### src/rtl/hamming_secded_decoder_if.sv
// Output bus of the serial Hamming SECDED decoder.
//
// Handshake: the producer (master) raises valid_out when data_out, the error
// flags and syndrome_out hold a decoded word. While valid_out is high and not
// yet accepted, those signals stay stable. The consumer (slave) raises ready_in
// when it can take the word. A transfer happens on every rising clock edge
// where valid_out && ready_in. valid_out never depends combinationally on
// ready_in.
//
// Signals:
//   valid_out          master -> slave  decoded word present
//   ready_in           slave -> master  consumer accepts this cycle
//   data_out[K]        master -> slave  corrected data bits
//   err_corrected      master -> slave  single error was corrected
//   err_uncorrectable  master -> slave  double error detected
//   syndrome_out[R]    master -> slave  syndrome of the held word
interface hamming_secded_decoder_if #(
  parameter int K = 4,
  parameter int R = 3
);
  logic         valid_out;
  logic         ready_in;
  logic [K-1:0] data_out;
  logic         err_corrected;
  logic         err_uncorrectable;
  logic [R-1:0] syndrome_out;

  modport master (
    output valid_out, data_out, err_corrected, err_uncorrectable, syndrome_out,
    input  ready_in
  );

  modport slave (
    input  valid_out, data_out, err_corrected, err_uncorrectable, syndrome_out,
    output ready_in
  );
endinterface

### src/rtl/hamming_secded_decoder.sv
// Serial Hamming(2^R-1, 2^R-1-R) decoder with optional overall-parity (SECDED)
// bit. One code bit is shifted in per ena cycle; the frame is decoded on the
// edge that samples its last bit and lands in a one-entry output register.
//
// Ports:
//   clk              rising-edge clock
//   rst              synchronous active-high reset
//   ena              bit strobe; bit_in/sof sampled only when high
//   bit_in           serial code bit
//   sof              start of frame: current bit becomes frame bit 0
//   out_if           decoded-word bus (master side, valid/ready)
//   overrun          one-cycle pulse when a completed frame was dropped
//   debug_count_out  index of the next frame bit to be sampled
module hamming_secded_decoder #(
  parameter int R      = 3,
  parameter int SECDED = 1
) (
  input  logic                       clk,
  input  logic                       rst,
  input  logic                       ena,
  input  logic                       bit_in,
  input  logic                       sof,
  hamming_secded_decoder_if.master   out_if,
  output logic                       overrun,
  output logic [R-1:0]               debug_count_out
);
  localparam int N = (1 << R) - 1;
  localparam int K = N - R;
  localparam int W = N + ((SECDED != 0) ? 1 : 0);

  logic [R-1:0] count_q;
  logic [W-1:0] buf_q;
  logic [R-1:0] cur_idx;
  logic         last_bit;

  logic [W-1:0] frame;
  logic [N-1:0] fixed;
  logic [R-1:0] syn;
  logic         par;
  logic         flip;
  logic         corr_flag;
  logic         uncorr_flag;
  logic [K-1:0] dec_data;

  // Data bits are the non-power-of-two positions in ascending order.
  function automatic logic [K-1:0] extract_data(input logic [N-1:0] c);
    logic [K-1:0] d;
    int           j;
    d = '0;
    j = 0;
    for (int p = 1; p <= N; p++) begin
      if ((p & (p - 1)) != 0) begin
        d[j] = c[p-1];
        j++;
      end
    end
    return d;
  endfunction

  // sof restarts the frame at the bit being sampled now.
  assign cur_idx  = sof ? '0 : count_q;
  assign last_bit = ena && (cur_idx == R'(W - 1));

  always_comb begin
    // The last bit is not in the buffer yet; merge it in so the decode is
    // ready on the same edge that samples it.
    frame        = buf_q;
    frame[W-1]   = bit_in;
    syn          = '0;
    par          = ^frame;
    flip         = 1'b0;
    corr_flag    = 1'b0;
    uncorr_flag  = 1'b0;
    for (int p = 1; p <= N; p++) begin
      if (frame[p-1]) syn = syn ^ R'(p);
    end
    if (SECDED != 0) begin
      if (syn != '0 && par) begin
        flip      = 1'b1;
        corr_flag = 1'b1;
      end else if (syn == '0 && par) begin
        // Only the overall parity bit was hit; data is intact.
        corr_flag = 1'b1;
      end else if (syn != '0 && !par) begin
        uncorr_flag = 1'b1;
      end
    end else if (syn != '0) begin
      flip      = 1'b1;
      corr_flag = 1'b1;
    end
    fixed = frame[N-1:0];
    for (int p = 1; p <= N; p++) begin
      if (flip && syn == R'(p)) fixed[p-1] = ~fixed[p-1];
    end
    dec_data = extract_data(fixed);
  end

  always_ff @(posedge clk) begin
    if (rst) begin
      count_q                  <= '0;
      buf_q                    <= '0;
      out_if.valid_out         <= 1'b0;
      out_if.data_out          <= '0;
      out_if.err_corrected     <= 1'b0;
      out_if.err_uncorrectable <= 1'b0;
      out_if.syndrome_out      <= '0;
      overrun                  <= 1'b0;
    end else begin
      overrun <= 1'b0;
      if (out_if.valid_out && out_if.ready_in) out_if.valid_out <= 1'b0;
      if (ena) begin
        buf_q[cur_idx] <= bit_in;
        count_q        <= last_bit ? '0 : cur_idx + R'(1);
        if (last_bit) begin
          if (!out_if.valid_out || out_if.ready_in) begin
            out_if.valid_out         <= 1'b1;
            out_if.data_out          <= dec_data;
            out_if.err_corrected     <= corr_flag;
            out_if.err_uncorrectable <= uncorr_flag;
            out_if.syndrome_out      <= syn;
          end else begin
            overrun <= 1'b1;
          end
        end
      end
    end
  end

  assign debug_count_out = count_q;
endmodule

### src/flat_wrapper.sv
// flat-port wrapper written by rule: the top's interface ports become plain ports
module hamming_secded_decoder_flat 
#(
  parameter int R      = 3,
  parameter int SECDED = 1
)
  (clk, rst, ena, bit_in, sof, overrun, debug_count_out, out_if_valid_out, out_if_data_out, out_if_err_corrected, out_if_err_uncorrectable, out_if_syndrome_out, out_if_ready_in);
  hamming_secded_decoder_if #(.K((4)), .R(R)) out_if_i ();
  input  logic clk;
  input  logic rst;
  input  logic ena;
  input  logic bit_in;
  input  logic sof;
  output logic overrun;
  output logic [R-1:0] debug_count_out;
  output wire logic [$bits(out_if_i.valid_out)-1:0] out_if_valid_out;
  output wire logic [$bits(out_if_i.data_out)-1:0] out_if_data_out;
  output wire logic [$bits(out_if_i.err_corrected)-1:0] out_if_err_corrected;
  output wire logic [$bits(out_if_i.err_uncorrectable)-1:0] out_if_err_uncorrectable;
  output wire logic [$bits(out_if_i.syndrome_out)-1:0] out_if_syndrome_out;
  input wire logic [$bits(out_if_i.ready_in)-1:0] out_if_ready_in;
  assign out_if_valid_out = out_if_i.valid_out;
  assign out_if_data_out = out_if_i.data_out;
  assign out_if_err_corrected = out_if_i.err_corrected;
  assign out_if_err_uncorrectable = out_if_i.err_uncorrectable;
  assign out_if_syndrome_out = out_if_i.syndrome_out;
  assign out_if_i.ready_in = out_if_ready_in;
  hamming_secded_decoder #(.R(R), .SECDED(SECDED)) u_core (.clk(clk), .rst(rst), .ena(ena), .bit_in(bit_in), .sof(sof), .out_if(out_if_i), .overrun(overrun), .debug_count_out(debug_count_out));
endmodule
### config.mk
export PLATFORM = sky130hd
export DESIGN_NAME = hamming_secded_decoder_flat
export DESIGN_NICKNAME = d
export VERILOG_FILES = /design/src/rtl/hamming_secded_decoder_if.sv /design/src/rtl/hamming_secded_decoder.sv /design/src/flat_wrapper.sv
export SDC_FILE = /design/constraint.sdc
export NUM_CORES = 1
export LEC_CHECK = 0
export BUFFER_PORTS_ARGS = -buffer_cell sky130_fd_sc_hd__buf_2
export CORE_ASPECT_RATIO = 0.9
export CORE_MARGIN = 2
export CORE_UTILIZATION = 54
export CTS_CLUSTER_DIAMETER = 150
export CTS_CLUSTER_SIZE = 20
export DETAILED_ROUTE_END_ITERATION = 16
export PLACE_DENSITY_LB_ADDON = 0.12
export REMOVE_ABC_BUFFERS = 1
export SLEW_MARGIN = 20
export SYNTH_ARGS = -nofsm -noshare
export SYNTH_HDL_FRONTEND = slang
export SYNTH_SLANG_ARGS = --single-unit
### constraint.sdc
create_clock -name clk -period 2.2 [get_ports clk]
set_clock_uncertainty 0.1 [all_clocks]
set_input_delay 0.22 -clock clk [delete_from_list [all_inputs] [get_ports clk]]
set_output_delay 0.22 -clock clk [all_outputs]
set_load 0.005 [all_outputs]
==> results by group <==
Yosys
  – Ys Warns: 0
  – Synth Register Bits: 21
  – Synth unique cells: 30
  – Mean Syn Cell Area: 9.081 um2
  – Register area share after synthesis: 0.3507
  – Syn Inst Count: 132
  – Synth Cell Area: 0.001199 mm2

Hold path
  – Hold Startpoint: out_if_ready_in
  – Hold Path Depth: 3
  – Hold EP: u_core.overrun
  – Worst min path class: primary input to flop

Final layout
  – # nets final: 157
  – Highest-count cells in the layout ignoring fill and taps: dfxtp_1 (21), nor2_1 (19), buf_2 (19)
  – Layout cells sized above 1: 0.2297
  – Area growth, synth to finish: 8.872%
  – Commonest non-fill, non-tap cell in the layout: dfxtp_1
  – Fin util: 0.6092
  – ANT cells: 0

Critical path
  – CP cell instances: nor2b_1, ha_1, ha_1, nand2_1, nor2b_1, buf_4, nor2_1, a311oi_1
  – CP startpoint kind: flop
  – Reg2reg end: u_core.out_if.syndrome_out[1]
  – Kind of cell adding the most delay to the critical path: simple AND/OR/NAND/NOR gates
  – Slowest CP cell: dfxtp_1
  – Critical path required time: 2.33 ns
  – Critical path fanouts, max: 12
  – R2R setup slack: 0.32 ns
  – Critical Path Stages: 8
  – WP data arrival: 2.00 ns
  – Max incr delay on CP: 0.42 ns
  – Crit path kind: flop to flop
  – CP Buf/Inv Count: 1
  – Worst R2R Start: u_core.debug_count_out[1]
  – Endpoint class of the critical path: flop
  – Reg2Reg Depth: 8

Clock tree
  – Clock-pin slew on the worst setup and hold paths: 0.12 ns
  – Clk buf depth: 2
  – Cts hold-fix bufs: 0
  – Clock sink count: 21
  – H-tree depth: 1
  – Clock tree from TritonCTS: built
  – # resized after CTS: 0
  – Root Buffer: clkbuf_4
  – Clk_lat worst skew: 0.31 ns
  – Num CTS Buffers: 3
  – Post-CTS Setup Inserts: 0

Route
  – Post-Route WL: 2083 um
  – First drt pass iteration count: 4
  – Vias: 894
  – Vias per cell: 5.109
  – Wirelength per Cell: 11.90 um
  – Starting DRT DRC Count: 3
  – Antenna-violating nets left: 0
  – DRC viols: 0

Placement
  – Dpl hpwl: 1542 um
  – Dpl ws: 0.3440 ns
  – Gpl congestion: 0.8416
  – Input/output buffers: 19

Global routing
  – Met3 Resource Use GR: 0.06790
  – Top Usage Layer GRT: met2
  – Initial antenna violation count: 0
  – Met2 Track Usage GR: 0.2988
  – Vias in the first global route: 863
  – First-pass GRT wire length: 3829 um
  – Gr usage total: 0.1935
  – GR Overflow Total: 0
  – Met1 Track Usage GR: 0.2686
  – Largest net degree at the start of global routing: 21

Power
  – P_leak: 0.5652 nW
  – Clock group share of total power: 0.289
  – Design Power: 642.3 uW
  – P_int: 479.2 uW
  – P_sw: 163.0 uW
  – Max VDD drop: 0.4009 mV
  – Comb pwr share: 0.105
  – Fraction of power spent switching nets: 0.2538
  – Power Dens Cells: 492.2 mW/mm2
  – Sequential power share: 0.606

Job
  – Max cap viols: 0

Status
  – Outcome: completed

Timing
  – Period utilisation layout: 0.8541
  – Setup WS post-layout: 0.3211 ns
  – Fmax: 0.5322 GHz
  – WHS: 0.1203 ns
  – Slew HR: 0.6522
  – Fin Setup TNS: 0 ns
  – Final Setup Violations: 0
  – Final Hold Viols: 0
  – Pins Over Slew Limit: 0
  – Worst-margin pin slew: 0.5179 ns
  – RSZ-0062 raised after global routing: false
  – Crit path time final: 1.879 ns

Die
  – Die Area: 0.002613 mm2
  – Die W: 53.66 um
  – I/O pins: 20
  – Core Footprint: 0.002142 mm2
  – Die H: 48.70 um
  – Initial Utilization: 0.5596
  – Cell row count: 16
## synthesized netlist by cell type
master    count  area share
buf_2         3       0.013
clkbuf_8      2       0.023
nor2_1       19       0.060
xnor2_4       1       0.023
xnor2_2       1       0.014
o21bai_1      1      0.0063
a21oi_1       3       0.013
nor3_1        9       0.038
a211oi_1      1      0.0063
nor2b_1       9       0.047
nand2_1      12       0.038
buf_1         1      0.0031
dfxtp_1      21        0.35
nor3_2        1      0.0084
xnor2_1       6       0.044
and4b_1       1      0.0084
o21a_1        1      0.0063
xnor3_2       1       0.020
a211oi_2      3       0.031
a311oi_1      2       0.015
clkbuf_1      2      0.0063
buf_6         1      0.0094
mux2i_1      10       0.084
xor2_1        6       0.044
o211ai_2      2       0.021
o21ai_1       4       0.017
ha_1          2       0.021
and3b_1       1      0.0073
nand2b_1      1      0.0052
nand3_1       5       0.021
## per-layer routing
layer | routed length, um | up-vias
met5 | 0 | -
met4 | 0 | 0
met3 | 86 | 0
met2 | 943 | 15
met1 | 1053 | 398
li1 | - | 481
## registers in the layout, summed over array words and instances (netlist names)
signal,count
u_core.out_if.data_out,4
u_core.overrun,1
u_core.buf_q,7
u_core.out_if.valid_out,1
u_core.out_if.syndrome_out,3
u_core.out_if.err_corrected,1
u_core.debug_count_out,3
u_core.out_if.err_uncorrectable,1
## metrics by stage
step / cell area (um2) / instances
global route: 1305 / 175
CTS: 1305 / 175
floorplan: 1134 / 123
global placement: 1277 / 171
detailed placement: 1277 / 171
finish: 1305 / 175
## power groups by stage
stage / Combinational (mW) / Clock [mW] / Sequential (mW)
detailed placement: 0.0674 / 0 / 0.398
finish: 0.0677 / 0.186 / 0.389
global placement: 0.0661 / 0 / 0.397
floorplan: 0.0427 / 0 / 0.397
CTS: 0.0674 / 0.195 / 0.389
global route: 0.0748 / 0.216 / 0.390
## cell type report
type | instances | area (um2)
fillers | 191 | 837.1
multi-input cells | 102 | 713.2
flip-flops and latches | 21 | 420.4
repair buffers | 21 | 110.1
well taps | 27 | 33.78
clock buffers | 3 | 22.52
clock inverters | 1 | 5.005
## how the worst max path moves through the flow
stage                              start                              end  slack, ns
3_3_place_gp             u_core.buf_q[5]  u_core.out_if.err_uncorrectable       0.40
4_1_cts        u_core.debug_count_out[1]    u_core.out_if.syndrome_out[1]       0.31
5_1_grt        u_core.debug_count_out[1]    u_core.out_if.syndrome_out[2]       0.10
2_1_floorplan  u_core.debug_count_out[0]    u_core.out_if.syndrome_out[2]       0.11
6_report       u_core.debug_count_out[1]    u_core.out_if.syndrome_out[1]       0.32
3_5_place_dp   u_core.debug_count_out[1]    u_core.out_if.syndrome_out[1]       0.34
## tightest hold or removal path, stage by stage
cell	delay [ns]
buf_2	0.07
nand2b_1	0.14
nor3_1	0.06
## kinds of logic (layout without fill, tap and decap cells)
group           after synthesis  count (layout)  share of synthesized area
buf+inv                       9              25                    0.05428
mux                          10              10                    0.08351
compound gates               17              17                     0.1148
fa+ha+maj                     2               2                    0.02087
simple gates                 58              58                     0.2317
xor+xnor                     15              15                     0.1441
flops                        21              21                     0.3507
No activity file was read; power rests on OpenSTA's default activity.
